$ cat src/rtl/serial_subtractor4.sv
// Bit-serial subtractor: Diff = {borrow_out, A - B - c}, one full-subtractor stage
// per clock, LSB first, with valid/ready handshakes on operands and result.
module serial_subtractor4 #(
  parameter int WIDTH = 4
) (
  input  logic             clk,
  input  logic             rst_n,
  input  logic             in_valid,
  output logic             in_ready,
  input  logic [WIDTH-1:0] A,
  input  logic [WIDTH-1:0] B,
  input  logic             c,
  output logic             out_valid,
  input  logic             out_ready,
  output logic [WIDTH:0]   Diff,
  output logic [1:0]       dbg_state
);

  // Handshakes: a transfer happens on a rising edge where valid and ready are
  // both 1; in_ready is high only in IDLE out of reset, out_valid only in DONE.
  localparam int CW = $clog2(WIDTH);

  typedef enum logic [1:0] {
    IDLE = 2'd0,
    CALC = 2'd1,
    DONE = 2'd2
  } state_t;

  state_t          state;
  state_t          state_nxt;
  logic [WIDTH-1:0] a_q;
  logic [WIDTH-1:0] b_q;
  logic [WIDTH-1:0] acc_q;
  logic             br_q;
  logic [CW-1:0]    cnt_q;
  logic             d_bit;
  logic             br_nxt;
  logic             last_bit;

  assign d_bit    = a_q[0] ^ b_q[0] ^ br_q;
  assign br_nxt   = (~a_q[0] & b_q[0]) | (~(a_q[0] ^ b_q[0]) & br_q);
  assign last_bit = (cnt_q == CW'(WIDTH - 1));

  assign in_ready  = (state == IDLE) & rst_n;
  assign out_valid = (state == DONE);
  assign dbg_state = state;

  always_comb begin
    state_nxt = state;
    case (state)
      IDLE:    if (in_valid) state_nxt = CALC;
      CALC:    if (last_bit) state_nxt = DONE;
      DONE:    if (out_ready) state_nxt = IDLE;
      default: state_nxt = IDLE;
    endcase
  end

  always_ff @(posedge clk) begin
    if (!rst_n) state <= IDLE;
    else        state <= state_nxt;
  end

  always_ff @(posedge clk) begin
    if (!rst_n) begin
      a_q   <= '0;
      b_q   <= '0;
      acc_q <= '0;
      br_q  <= 1'b0;
      cnt_q <= '0;
      Diff  <= '0;
    end else begin
      if (state == IDLE && in_valid) begin
        a_q   <= A;
        b_q   <= B;
        br_q  <= c;
        acc_q <= '0;
        cnt_q <= '0;
      end else if (state == CALC) begin
        // Result bits enter at the MSB so the LSB lands at bit 0 after WIDTH shifts.
        a_q   <= a_q >> 1;
        b_q   <= b_q >> 1;
        br_q  <= br_nxt;
        acc_q <= {d_bit, acc_q[WIDTH-1:1]};
        cnt_q <= cnt_q + 1'b1;
        if (last_bit) Diff <= {br_nxt, d_bit, acc_q[WIDTH-1:1]};
      end
    end
  end

endmodule

$ cat config.mk
export PLATFORM = sky130hd
export DESIGN_NAME = serial_subtractor4
export DESIGN_NICKNAME = d
export VERILOG_FILES = /design/src/rtl/serial_subtractor4.sv
export SDC_FILE = /design/constraint.sdc
export NUM_CORES = 1
export LEC_CHECK = 0
export CAP_MARGIN = 20
export CORE_MARGIN = 3
export CORE_UTILIZATION = 50
export CTS_CLUSTER_SIZE = 12
export DETAILED_ROUTE_END_ITERATION = 10
export GPL_ROUTABILITY_DRIVEN = 0
export HOLD_SLACK_MARGIN = 0.12
export PLACE_DENSITY = 0.8
export SKIP_CTS_REPAIR_TIMING = 1
export SYNTH_ARGS = -nofsm -noshare
export SYNTH_HDL_FRONTEND = slang
export SYNTH_SLANG_ARGS = --single-unit
$ cat constraint.sdc
create_clock -name clk -period 3.25 [get_ports clk]
set_input_delay 0.65 -clock clk [delete_from_list [all_inputs] [get_ports clk]]
set_output_delay 0.65 -clock clk [all_outputs]
set_load 0.01 [all_outputs]
==> flow_summary_export.csv, run 1 <==
group,metric,value,unit
run_status,status,"finished, final reports clean",
worst_setup_path,rrSetupSlack,1640,ps
floorplan,fp-row-count,14,
cells_and_area,nNetsFinal,144,
clock_network,clock_sinks,21,
global_routing,grt_max_degree,16,
floorplan,chipWidth,48.9,µm
cells_and_area,drive_gt1_share,9.38,%
worst_setup_path,critPathRequiredTime,2600,ps
synthesis,async_flop_share,0,%
synthesis,syn_nets,124,
synthesis,yosysUniqueCellTypes,27,
worst_setup_path,critPathMaxFanout,2,
timing,rsz0062_at_grt,"false",
synthesis,netlist_instances,109,
timing,tns,0,ps
clock_network,path_clk_slew,120,ps
routing,drc_errors,0,
timing,setup_viol,0,
synthesis,seq_area_frac_synth,45.8,%
place,dp_hpwl,1330,µm
worst_setup_path,criticalPathCategory,"input pin to primary output",
hold_path,worstHoldStart,"Diff[0]$_SDFFE_PN0P_",
global_routing,globalRouteOverflowTotal,0,
floorplan,initial_utilization,57.0,%
floorplan,die_h,48.9,µm
synthesis,yosys.area.top_type_share,45.8,%
global_routing,antenna_found_initial,0,
timing,slew_violations,0,
timing,clock_skew,3.95,ps
timing,layout_min_cycle_time,2590,ps
worst_setup_path,endpoint_kind,"primary output",
clock_network,numCtsBuffers,3,
floorplan,io_pins,22,
synthesis,synth_area,918,µm²
hold_path,holdPathStages,2,
synthesis,synthFlopType,"dfxtp_1",
hold_path,min_to,"Diff[0]$_SDFFE_PN0P_",
synthesis,ys_ff_latch,21,
clock_network,cts_tree,"built",
cells_and_area,antenna_cells,0,
timing,finalWorstSetupSlack,659,ps
floorplan,die-area,2390,µm²
timing,worst_pin_slew,463,ps
clock_network,cts_root_buf,"clkbuf_4",
clock_network,clock_path_buffers,2,
timing,fmax,0.386,GHz
timing,slew_headroom,69.1,%
synthesis,synthTopCellsByCount,"23 x a21oi_1, 21 x dfxtp_1, 18 x nand2_1",
worst_setup_path,reg2regPathDepth,3,
synthesis,avgSynthCellArea,8.43,µm²
power,peakVddDrop,0.317,mV
timing,final-hold-violation-count,0,
synthesis,yosys_warnings,0,
job,drv_cap,0,
global_routing,grt_pass1_vias,707,
cells_and_area,area_growth,25.2,%
routing,detail-route-antenna-nets,0,
global_routing,grt_pass1_wl,2970,µm
power,power_leakage,0.409,nW
routing,viasPerCell,5.24,
routing,drt_iter0_markers,6,
timing,period_share,79.7,%
worst_setup_path,r2r_end,"Diff[4]$_SDFFE_PN0P_",
worst_setup_path,worstPathArrival,1940,ps
place,portBuffers,21,
synthesis,yosys.area.top_type,"dfxtp_1",
clock_network,clock_latency,300,ps
floorplan,core,1610,µm²
global_routing,gr-usage-all-layers,15.6,%
worst_setup_path,reg2reg_from,"dbg_state[0]$_SDFFE_PN0P_",
routing,dr_total_vias,796,
synthesis,synth_area_leaders,"dfxtp_1 46%, a21oi_1 13%, nand2_1 7.4%",
routing,wl,1760,µm
synthesis,synth-edff-count,0,
worst_setup_path,worst_setup_path_start_kind,"input pin",
power,power.density,422,nW/µm²
place,dp_worst_setup_slack,650,ps
timing,hold_ws,460,ps
synthesis,synth.most_common_cell,"a21oi_1",
routing,routedWlPerCell,11.6,µm
clock_network,cts.htree.levels,1,
hold_path,hp-class,"register to register",
routing,first_pass_iters,4,
==> layer usage <==
layer	track usage (%)	vias to the layer above	part of all wire (%)
met1	17.9	358	46
met2	28.7	25	49
met5	0	-	0
met4	5.69	0	0.80
li1	-	411	-
met3	2.75	2	4.5
==> cell type report <==
cell class,count,area (µm²)
well taps,24,30.0
clock buffers,3,22.5
repair buffers,23,225
multi-input cells,77,435
fillers,158,462
inverters,3,11.3
flip-flops and latches,21,420
clock inverters,1,5.00
==> worst max path at each step <==
stage | startpoint | end | cells after the start
floorplan | rst_n | in_ready | 3
global placement | rst_n | in_ready | 4
detailed placement | rst_n | in_ready | 4
CTS | rst_n | in_ready | 4
global route | rst_n | in_ready | 4
finish | rst_n | in_ready | 4
==> critical path, stage by stage <==
cell and delay [ps]:
clkdlybuf4s50_1 480, clkinv_1 110, nor3_1 140, clkdlybuf4s50_1 560
==> per-stage QoR <==
step | power [mW] | utilization [%] | cells | instance area [µm²]
after global routing | 0.507 | 71.4 | 152 | 1150
after detailed placement | 0.365 | 69.6 | 148 | 1120
after CTS | 0.485 | 71.4 | 152 | 1150
final | 0.485 | 71.4 | 152 | 1150
after global placement | 0.362 | 69.6 | 148 | 1120
after floorplan | 0.337 | - | 109 | 918
==> sequential cells by signal (all words and copies together), names as in the netlist <==
register and flops:
cnt_q 2, dbg_state 2, acc_q 3, br_q 1, b_q 4, a_q 4
Diff 5
==> cells in the final DEF (no fill, tap or decap), drive strengths merged, types with 2 or more instances in the layout <==
cell type and instances:
inv 2, clkdlybuf4s50 21, nor3b 2, clkinv 2, a21oi 23, o221a 3
nand3 6, nor2b 3, buf 2, dfxtp 21, clkbuf 3, nor2 6
o21ai 4, nand2 19, nand2b 2
==> cell families after synthesis <==
logic type	synth area share [%]
AND/OR/NAND/NOR	22.8
XOR/XNOR	0.954
adder cells (fa/ha/maj)	3.54
buffers and inverters	6.81
AO/OA/AOI/OAI	20.2
flip-flops	45.8
==> where the power goes <==
| part | total [mW] | switching, mW | internal (mW) |
|---|---|---|---|
| Clock | 0.126 | 0.0803 | 0.0458 |
| Sequential | 0.281 | 0.0107 | 0.270 |
| Combinational | 0.0776 | 0.0375 | 0.0401 |
Power figures use the tool's default switching activity.
==> run 2, diff against run 1 <==
--- a/config.mk
+++ b/config.mk
@@ -7,12 +7,12 @@
 export LEC_CHECK = 0
 export CAP_MARGIN = 20
 export CORE_MARGIN = 3
-export CORE_UTILIZATION = 50
+export CORE_UTILIZATION = 47
 export CTS_CLUSTER_SIZE = 12
 export DETAILED_ROUTE_END_ITERATION = 10
 export GPL_ROUTABILITY_DRIVEN = 0
 export HOLD_SLACK_MARGIN = 0.12
-export PLACE_DENSITY = 0.8
+export PLACE_DENSITY = 0.76
 export SKIP_CTS_REPAIR_TIMING = 1
 export SYNTH_ARGS = -nofsm -noshare
 export SYNTH_HDL_FRONTEND = slang
==> constraint.sdc (replaced) <==
create_clock -name clk -period 2.62 [get_ports clk]
set_input_delay 0.524 -clock clk [delete_from_list [all_inputs] [get_ports clk]]
set_output_delay 0.524 -clock clk [all_outputs]
set_load 0.01 [all_outputs]
==> flow_summary_export.csv, run 2 (synthesis results as in run 1) <==
group,metric,value,unit
timing,layout_min_cycle_time,2340,ps
routing,drt_iter0_markers,15,
clock_network,cts_tree,"built",
run_status,status,"finished, final reports clean",
timing,setup_viol,0,
timing,fmax,0.427,GHz
hold_path,hp-class,"register to register",
cells_and_area,nNetsFinal,144,
clock_network,cts_root_buf,"clkbuf_4",
worst_setup_path,cp_slowest_stage_delay,560,ps
floorplan,initial_utilization,51.5,%
place,dp_hpwl,1310,µm
clock_network,numCtsBuffers,3,
worst_setup_path,critPathMaxFanout,2,
timing,worst_pin_slew,486,ps
place,portBuffers,21,
worst_setup_path,reg2regPathDepth,3,
power,peakVddDrop,0.408,mV
timing,rsz0062_at_grt,"false",
routing,viasPerCell,5.28,
worst_setup_path,path_cells,"clkdlybuf4s50_1 -> clkinv_1 -> nor3_1 -> clkdlybuf4s50_1",
worst_setup_path,critPathRequiredTime,2100,ps
cells_and_area,drive_gt1_share,9.38,%
clock_network,cts.htree.levels,1,
power,power_leakage,0.409,nW
cells_and_area,layout.cells.most_common_list,"23 x a21oi_1, 21 x dfxtp_1, 21 x clkdlybuf4s50_1, 18 x nand2_1, 6 x nand3_1",
place,dp_worst_setup_slack,288,ps
timing,tns,0,ps
place,dp.cells,149,
worst_setup_path,endpoint_kind,"primary output",
worst_setup_path,rrSetupSlack,1030,ps
worst_setup_path,path_depth,4,
job,drv_cap,0,
timing,period_share,89.3,%
worst_setup_path,worstPathArrival,1820,ps
cells_and_area,largest_reg_flops,5,
worst_setup_path,reg2reg_from,"dbg_state[0]$_SDFFE_PN0P_",
routing,first_pass_iters,6,
cells_and_area,top_register,"Diff",
floorplan,chipWidth,50.2,µm
global_routing,grt_max_degree,16,
timing,clock_skew,11.2,ps
global_routing,antenna_found_initial,0,
routing,drc_errors,0,
routing,routedWlPerCell,11.5,µm
power,power,0.601,mW
cells_and_area,antenna_cells,0,
floorplan,io_pins,22,
worst_setup_path,slowest_stage,"clkdlybuf4s50_1",
routing,dr_total_vias,808,
floorplan,die-area,2520,µm²
worst_setup_path,crit_top_cell,"clkdlybuf4s50_1",
global_routing,grt_pass1_wl,2950,µm
worst_setup_path,worst-path-buf-inv,3,
power,power.density,522,nW/µm²
global_routing,gr-usage-all-layers,14.9,%
clock_network,clock_latency,310,ps
timing,finalWorstSetupSlack,280,ps
worst_setup_path,cp_top_family,"buffers and inverters",
global_routing,grt_pass1_vias,690,
clock_network,clock_sinks,21,
cells_and_area,stdcell_count,153,
clock_network,clock_path_buffers,2,
worst_setup_path,worst_setup_path_start_kind,"input pin",
floorplan,fp-row-count,15,
floorplan,core,1780,µm²
timing,hold_ws,460,ps
routing,wl,1760,µm
worst_setup_path,criticalPathCategory,"input pin to primary output",
clock_network,path_clk_slew,120,ps
cells_and_area,area_growth,25.3,%
timing,final-hold-violation-count,0,
routing,detail-route-antenna-nets,0,
timing,slew_violations,0,
timing,slew_headroom,67.6,%
cells_and_area,top_regs,"Diff x5, a_q x4, b_q x4",
global_routing,globalRouteOverflowTotal,0,
floorplan,die_h,50.2,µm
worst_setup_path,r2r_end,"Diff[4]$_SDFFE_PN0P_",
worst_setup_path,cp-endpoint,"in_ready",
worst_setup_path,cp-startpoint,"rst_n",
cells_and_area,final_common_cell,"a21oi_1",
## run 2: cell counts in the layout (fill, tap and decap cells not counted)
No cell type changed its count.
## run 2: layer usage
layer  GRT usage (%)  wire length, µm
met5               0                0
met4            6.45               26
met3            2.97              122
met2            25.2              824
met1            18.3              783
## run 2: worst reg2reg max path: stages (launching register included)
cell,delay [ps]
dfxtp_1,640
and2b_1,500
a21oi_1,130
a311oi_1,240
## run 2: worst min path at each step
| stage | cells past startpoint | startpoint | end |
|---|---|---|---|
| 4_1_cts | 2 | Diff[2]$_SDFFE_PN0P_ | Diff[2]$_SDFFE_PN0P_ |
| 3_3_place_gp | 2 | a_q[2]$_SDFFE_PN0P_ | a_q[2]$_SDFFE_PN0P_ |
| 5_1_grt | 2 | Diff[3]$_SDFFE_PN0P_ | Diff[3]$_SDFFE_PN0P_ |
| 3_5_place_dp | 2 | b_q[2]$_SDFFE_PN0P_ | b_q[2]$_SDFFE_PN0P_ |
| 2_1_floorplan | 2 | a_q[2]$_SDFFE_PN0P_ | a_q[1]$_SDFFE_PN0P_ |
| 6_report | 2 | b_q[2]$_SDFFE_PN0P_ | b_q[2]$_SDFFE_PN0P_ |
## run 2: metrics by stage
step / cell area [µm²] / utilization [%]
after detailed placement: 1120 / 63.0
after CTS: 1150 / 64.6
final: 1150 / 64.6
after global placement: 1120 / 63.0
after floorplan: 918 / -
after global routing: 1150 / 64.6
## run 2: final cells by class
cell class	count	area (µm²)
repair buffers	23	225
well taps	25	31.3
clock buffers	3	22.5
multi-input cells	77	435
fillers	160	632
inverters	3	11.3
flip-flops and latches	21	420
clock inverters	1	5.00
## run 2: power by group
part	leakage, nW	internal, mW	switching (mW)
combinational	0.220	0.0498	0.0462
sequential	0.172	0.335	0.0135
clock	0.0177	0.0569	0.0994
==> run 3, diff against run 2 <==
==> constraint.sdc (replaced) <==
create_clock -name clk -period 2.6 [get_ports clk]
set_input_delay 0.52 -clock clk [delete_from_list [all_inputs] [get_ports clk]]
set_output_delay 0.52 -clock clk [all_outputs]
set_load 0.01 [all_outputs]
==> results of run 3 <==
Same layout as run 2 (identical final DEF). Status: finished, final reports clean.
Main changes from that run: setup slack after placement 288 ps -> 276 ps; setup slack after layout 280 ps -> 268 ps; register-to-register setup slack 1030 ps -> 1010 ps; total power 0.601 mW -> 0.606 mW; worst IR drop on VDD 0.408 mV -> 0.412 mV
